**src/rtl/fifo_wr_arbiter.sv**
```systemverilog
// Round-robin arbiter sharing one FIFO write port among NREQ producers.
// Tracks FIFO occupancy with its own credit counter so a registered write never lands in a full FIFO.
module fifo_wr_arbiter #(
  parameter int WIDTH = 8,
  parameter int DEPTH = 16,
  parameter int NREQ  = 4
) (
  input  logic                         clk,
  input  logic                         rst,
  input  logic [NREQ-1:0]              req,
  input  logic [NREQ*WIDTH-1:0]        req_data,
  output logic [NREQ-1:0]              gnt,
  output logic                         wr_enb,
  output logic [WIDTH-1:0]             wr_data,
  input  logic                         rd_enb,
  input  logic                         empty,
  input  logic                         overflow,
  output logic [$clog2(DEPTH+1)-1:0]   credit_cnt,
  output logic                         ovf_err
);

  localparam int CW = $clog2(DEPTH + 1);
  localparam int PW = $clog2(NREQ);

  logic [PW-1:0] ptr;
  logic [CW-1:0] cnt;
  logic [PW-1:0] cand;
  logic          found;
  logic          space;
  logic          grant;
  logic          rd_fire;
  int            idx;

  // Lowest offset from ptr wins, so scan offsets from the top down and let later hits overwrite.
  always_comb begin
    found = 1'b0;
    cand  = '0;
    idx   = 0;
    for (int k = NREQ - 1; k >= 0; k--) begin
      idx = int'(ptr) + k;
      if (idx >= NREQ) idx = idx - NREQ;
      if (req[PW'(idx)]) begin
        found = 1'b1;
        cand  = PW'(idx);
      end
    end
  end

  // Space looks only at the registered count, keeping rd_enb/empty out of the grant path.
  assign space   = (cnt < CW'(DEPTH));
  assign grant   = found & space & ~rst;
  assign rd_fire = rd_enb & ~empty;

  always_comb begin
    gnt = '0;
    if (grant) gnt[cand] = 1'b1;
  end

  always_ff @(posedge clk) begin
    if (rst) begin
      ptr     <= '0;
      cnt     <= '0;
      wr_enb  <= 1'b0;
      wr_data <= '0;
      ovf_err <= 1'b0;
    end else begin
      wr_enb <= grant;
      if (grant) begin
        ptr     <= (cand == PW'(NREQ - 1)) ? '0 : cand + 1'b1;
        wr_data <= req_data[cand*WIDTH +: WIDTH];
      end
      // A read with cnt already at zero is a producer-side protocol error; saturate silently.
      case ({grant, rd_fire})
        2'b10:   cnt <= cnt + 1'b1;
        2'b01:   if (cnt != '0) cnt <= cnt - 1'b1;
        default: cnt <= cnt;
      endcase
      if (overflow) ovf_err <= 1'b1;
    end
  end

  assign credit_cnt = cnt;

endmodule

```
**config.mk**
```make
export PLATFORM = sky130hd
export DESIGN_NAME = fifo_wr_arbiter
export DESIGN_NICKNAME = d
export VERILOG_FILES = /design/src/rtl/fifo_wr_arbiter.sv
export SDC_FILE = /design/constraint.sdc
export NUM_CORES = 1
export LEC_CHECK = 0
export CORE_MARGIN = 1
export CORE_UTILIZATION = 42
export DETAILED_ROUTE_END_ITERATION = 7
export HOLD_SLACK_MARGIN = 0.03
export PLACE_DENSITY = 0.84
export SLEW_MARGIN = 30
export SYNTH_ARGS = -nofsm -noshare
export SYNTH_HDL_FRONTEND = slang
export SYNTH_SLANG_ARGS = --single-unit
```
**constraint.sdc**
```tcl
create_clock -name clk -period 5.8 [get_ports clk]
set_input_delay 1.16 -clock clk [delete_from_list [all_inputs] [get_ports clk]]
set_output_delay 1.16 -clock clk [all_outputs]
set_load 0.05 [all_outputs]
```
==> results.md <==
* CP startpoint: req[2]
* Vias at 1173
* Largest vdd supply drop at 0.1963 mV
* # H-tree levels at 1
* Most numerous cell types in the synthesized netlist: sky130_fd_sc_hd__dfxtp_1 (17), sky130_fd_sc_hd__mux2i_1 (17), sky130_fd_sc_hd__o221ai_1 (10)
* Overflow left after global routing at 0
* Final Hold Fails at 0
* Critical path fanouts, max at 4
* Number of design-rule violations left by the first detailed-router iteration at 26
* Maximum number of pins on one net before global-route repair at 18
* Final wirelength at 3239 um
* Net total in the final layout at 230
* Number of setup buffers added after CTS at 0
* Wire per inst at 15.28 um
* Mean instance size in the synthesized netlist at 9.538 um^2
* Async SR Flop Fraction at 0%
* Number of sinks handled by clock tree synthesis at 17
* Total core area at 2545 um^2
* Run status: completed
* Filler cells at 201
* Peak clock frequency supported by timing at 205.7 MHz
* Static leakage at 0.7546 nW
* Area fraction of the dominant cell type after synthesis at 29.25%
* Commonest register cell after synthesis: sky130_fd_sc_hd__dfxtp_1
* Pins over their slew limit at 0
* P per Cell Area at 255.4 nW/um^2
* Die boundary width at 54.64 um
* Min Tclk post-route at 4.861 ns
* CTS Buf Count at 3
* Cts hold-fix bufs at 0
* Die Y-Extent at 54.64 um
* Max-cap violation count at 0
* DP Wirelength at 2498 um
* WS Path Type: in2out
* Core Rows at 18
* Clock latency reported for the late side of the worst-skew pair at 0.30 ns
* Synthesized net count at 169
* Top post-synthesis cells by area: sky130_fd_sc_hd__dfxtp_1 (29%), sky130_fd_sc_hd__mux2i_1 (15%), sky130_fd_sc_hd__o221ai_1 (7.5%)
* Flops & latches, synth at 17
* Via count of the first global-routing pass at 1090
* Clock-pin transition on the worst setup and hold timing paths at 0.11 ns
* CTS tree: yes
* First-pass GRT wire length at 4899 um
* Startpoint class of the critical path: primary input
* Sequential element share of the synthesized area at 29.25%
* GRT Resource Usage Total at 23.05%
* Number of different library cells in the post-synthesis netlist at 42
* Number of diodes at 0
* Vias/cell at 5.533
* Initial Utilization at 45.72%
* Critical register-to-register path startpoint: credit_cnt[4]
* Final routed DRC violation total at 0
* Syn Inst Count at 122
* Number of buffers on the longest clock path at 2
* Post-layout utilization of the core at 71.34%
* Cell taking the most area after synthesis: sky130_fd_sc_hd__dfxtp_1
* Final weighted congestion in routability-driven placement at 0.7853
* Setup crit end kind: output pin
* Hold path startpoint: ovf_err
* Worst min path class: reg2reg
* Post_cts resized at 0
* Data required time of the worst path at 4.64 ns
* CP arrival at 3.70 ns
* Unrepaired setup endpoints after global routing: no
* Pre-antenna DRT Iters at 4
* Final setup viols at 0
* Antenna violations before repair at 0
* Setup TNS Final at 0 ns
* CTS root buffer: sky130_fd_sc_hd__clkbuf_4
* Signed area change from the synthesized netlist to the final layout at 56.02%
* Num ports at 60
* Die outline area at 2985 um^2
* Worst reg-to-reg path cell count at 9
* Number of I/O port buffers at 59
* Worst Hold Path Cells at 2
* Fin Clk Skew at 0.003644 ns
* Transition time at the pin with the least slew margin at 0.5915 ns
* Post-synth EDFFs at 0
* Synthesis warning total at 0
* Worst slew margin relative to its limit at 60.53%
* Layout cell share with drive strength beyond 1 at 7.692%
* Post-detailed-route count of antenna-violating nets at 0
* Share of the cycle needed by the critical path after routing at 83.81%
* Area of the mapped netlist at 1164 um^2
per-layer routing:
layer	share of wire, %	track usage [%]
met1	43	28.50
met2	50	38.96
met3	5.2	4.444
met4	1.7	8.547
met5	0	0
power by group:
group	internal [W]	switching, W
Combinational	0.000103	0.000140
Sequential	0.000136	0.0000151
Clock	0.0000268	0.0000423
Total	0.000266	0.000198
cell families (layout without fill, tap and decap cells):
family / after synthesis / in the layout / synth area share, %
flip-flops: 17 / 17 / 29.25
XOR/XNOR: 3 / 3 / 2.258
buffers and inverters: 11 / 71 / 4.839
AO/OA/AOI/OAI: 29 / 29 / 20.32
AND/OR/NAND/NOR: 37 / 37 / 20.00
adder cells (fa/ha/maj): 6 / 6 / 6.451
multiplexers: 19 / 19 / 16.88
per-stage QoR:
stage          instance area, um^2  setup slack (ns)  cells  total power, W  hold WS (ns)
2_1_floorplan                 1164             2.000    122       0.0003071        0.4781
3_3_place_gp                  1789             1.040    208       0.0003909        0.4535
3_5_place_dp                  1789            0.9683    208       0.0003961        0.4844
4_1_cts                       1815            0.9553    212       0.0004635        0.5152
5_1_grt                       1815            0.7619    212       0.0004852        0.5387
6_report                      1815            0.9390    212       0.0004636        0.5105
final timing paths:
path | slack (ns) | to
min reg2reg | 0.51 | ovf_err
max | 0.94 | gnt[3]
min | 0.51 | ovf_err
max reg2reg | 3.42 | credit_cnt[4]
placed cells by master, fill, tap and decap left out, drive strengths merged, types with 6 or more instances in the layout:
cell type	n
nor2	10
inv	6
ha	6
dfxtp	17
mux2i	17
clkdlybuf4s50	59
o221ai	10
nand3b	9
registers in the layout (all words and copies together), names as in the netlist:
register / count
ovf_err: 1
wr_data: 8
wr_enb: 1
credit_cnt: 5
ptr: 2
area by class of cell:
| class | count | area (um^2) | area share (%) |
|---|---|---|---|
| multi-input cells | 94 | 780.7 | 43.00 |
| repair buffers | 61 | 605.6 | 33.36 |
| flip-flops and latches | 17 | 340.3 | 18.75 |
| well taps | 30 | 37.54 | 2.068 |
| clock buffers | 4 | 26.28 | 1.447 |
| inverters | 6 | 25.02 | 1.378 |
worst max-delay path: stages:
cell and delay (ns):
sky130_fd_sc_hd__clkdlybuf4s50_1 0.53, sky130_fd_sc_hd__nor2b_1 0.29, sky130_fd_sc_hd__a21oi_1 0.09, sky130_fd_sc_hd__o221ai_1 0.37
sky130_fd_sc_hd__inv_1 0.16, sky130_fd_sc_hd__ha_1 0.25, sky130_fd_sc_hd__and3_1 0.15, sky130_fd_sc_hd__clkdlybuf4s50_1 0.70
Power figures use the tool's default switching activity.
==> patch: new RTL, same flow settings <==
The parameter `NREQ` goes from 4 to 8.
--- a/src/rtl/fifo_wr_arbiter.sv
+++ b/src/rtl/fifo_wr_arbiter.sv
@@ -3,7 +3,7 @@
 module fifo_wr_arbiter #(
   parameter int WIDTH = 8,
   parameter int DEPTH = 16,
-  parameter int NREQ  = 4
+  parameter int NREQ  = 8
 ) (
   input  logic                         clk,
   input  logic                         rst,
Interface: changed (resized gnt, req and req_data); port bits go from 60 to 100. The function was not compared with the original's and may differ.
==> patch against the original RTL <==
  * Worst setup slack worse by 0.72 ns
  * Routed wire length grew to 3.3 times the old value
  * Die area grew to 2.8 times the old value
  * Final area is 150% higher
  * First-iteration DRC count grew to 12 times the old value
  * Area after synthesis grew to 2.9 times the old value
  * Power grew to 6.5 times the old value
  * Sequential cell count is 1 higher
  * Critical endpoint is now gnt[6]
==> patch: results <==
set metrics [dict create \
    io_buffers 99 \
    largest_reg_flops 8 \
    ys_top_cells_by_count "51 x nand3_1, 47 x nand2_1, 40 x o2111ai_1" \
    cts.clk_slew.worst_paths_ns 0.07 \
    hold_path.class "flip-flop to flip-flop" \
    drt-total-wl_mm 10.71 \
    r2r_start "ptr[1]" \
    rr_endpoint "credit_cnt[4]" \
    antenna_found_initial 0 \
    r2r_slack_ns 1.20 \
    grt_max_degree 62 \
    drt_iter0_drc 308 \
    worstSetupStartpoint "req[4]" \
    status "finished, final reports clean" \
    setup_violations 0 \
    htree_num_levels 1 \
    layout.cells.non_filler 610 \
    p_leak_nw 1.586 \
    final.setup_skew_ns 0.001153 \
    cts_buffer_depth 2 \
    critical_path_arrival_ns 4.43 \
    synth_cell_type_count 56 \
    synthFlopType "dfxtp_1" \
    yosys_warnings 0 \
    grt_first_pass_wirelength_mm 17.46 \
    syn-num-nets 517 \
    cts-root-buf "clkbuf_8" \
    finalWeightedCongestion 0.9029 \
    ir_drop_uv 374.8 \
    fin_nets 591 \
    hpwl_mm 7.727 \
    r2r_cells 14 \
    postSynthCellCount 435 \
    first_global_vias 3601 \
    ys_seq_area_frac 0.1071 \
    async_reset_ff_frac 0 \
    layout-drive-gt1-share 0.1201 \
    max-slew-margin-rel 0.4060 \
    nFillCells 667 \
    ctsResizeCount 0 \
    numPlacedInstances 606 \
    top_register "wr_data" \
    cts_setup_buffers 0 \
    synth_area_leaders "mux4_2 11%, mux2i_1 11%, dfxtp_1 11%" \
    crit_fanout 9 \
    cts_buffers 3 \
    cp-endpoint "gnt[6]" \
    viasPerCell 6.625 \
    clk_latency_ns 0.26 \
    drt_pass1_iterations 5 \
    grt_use_total 0.2504 \
    num_antenna_cells 0 \
]
==> patch: cell types whose count changed after synthesis, sizes merged, moves of 18 or more <==
cell | unedited run | this run
clkbuf | 2 | 25
mux2i | 17 | 38
mux4 | 0 | 18
nand2 | 3 | 47
nand3 | 1 | 51
nor2 | 10 | 34
o2111ai | 0 | 40
==> patch: logic make-up (layout without fill, tap and decap cells) <==
family,Yosys count,count (layout),synth area share
flops,18,18,0.1071
simple gates,161,161,0.2221
compound gates,127,127,0.2961
buf+inv,51,124,0.06919
mux,65,65,0.2660
fa+ha+maj,5,5,0.01860
xor+xnor,8,8,0.02083
==> patch: stage by stage <==
step                      power (mW)  setup WS (ns)    util  instance area, um^2
after floorplan                2.277         0.1928       -                 3363
after global placement         2.794         0.3219  0.5709                 4412
after detailed placement       2.871         0.2529  0.5709                 4412
after CTS                      2.983         0.2340  0.5780                 4467
after global routing           3.228        0.02148  0.5780                 4467
final                          3.015         0.2148  0.5780                 4467
==> patch: worst min path at each step <==
stage          startpoint         end  slack, ns  depth (start not counted)
3_5_place_dp   wr_data[1]  wr_data[1]       0.45                          2
6_report       wr_data[1]  wr_data[1]       0.47                          2
5_1_grt           ovf_err     ovf_err       0.50                          2
4_1_cts        wr_data[1]  wr_data[1]       0.47                          2
2_1_floorplan     ovf_err     ovf_err       0.70                          2
3_3_place_gp   wr_data[1]  wr_data[1]       0.45                          2
==> patch: report_power, final <==
group / total [mW] / switching (mW) / internal [mW]
Sequential: 0.217 / 0.0463 / 0.171
Clock: 0.105 / 0.0444 / 0.0604
Combinational: 2.69 / 1.61 / 1.08
==> patch: area by class of cell <==
cell class / instances / area share
multi-input cells: 366 / 0.6210
inverters: 8 / 0.006723
repair buffers: 112 / 0.2504
clock buffers: 4 / 0.01232
well taps: 102 / 0.02857
flip-flops and latches: 18 / 0.08095
==> patch: worst max-delay path, stage by stage <==
cell	delay, ns
clkdlybuf4s50_1	0.54
mux4_1	0.66
or2_1	0.25
mux4_2	0.52
o41ai_1	0.36
o2111a_1	0.28
nor2_1	0.09
inv_1	0.12
nand2b_1	0.08
nor2_1	0.19
buf_12	0.17
==> patch: routing by layer <==
metal | global-route usage | vias up | part of all wire
met2 | 0.4135 | 218 | 0.50
met3 | 0.02764 | 29 | 0.064
li1 | - | 1877 | -
met5 | 0 | - | 0
met1 | 0.3403 | 1917 | 0.41
met4 | 0.07804 | 0 | 0.029
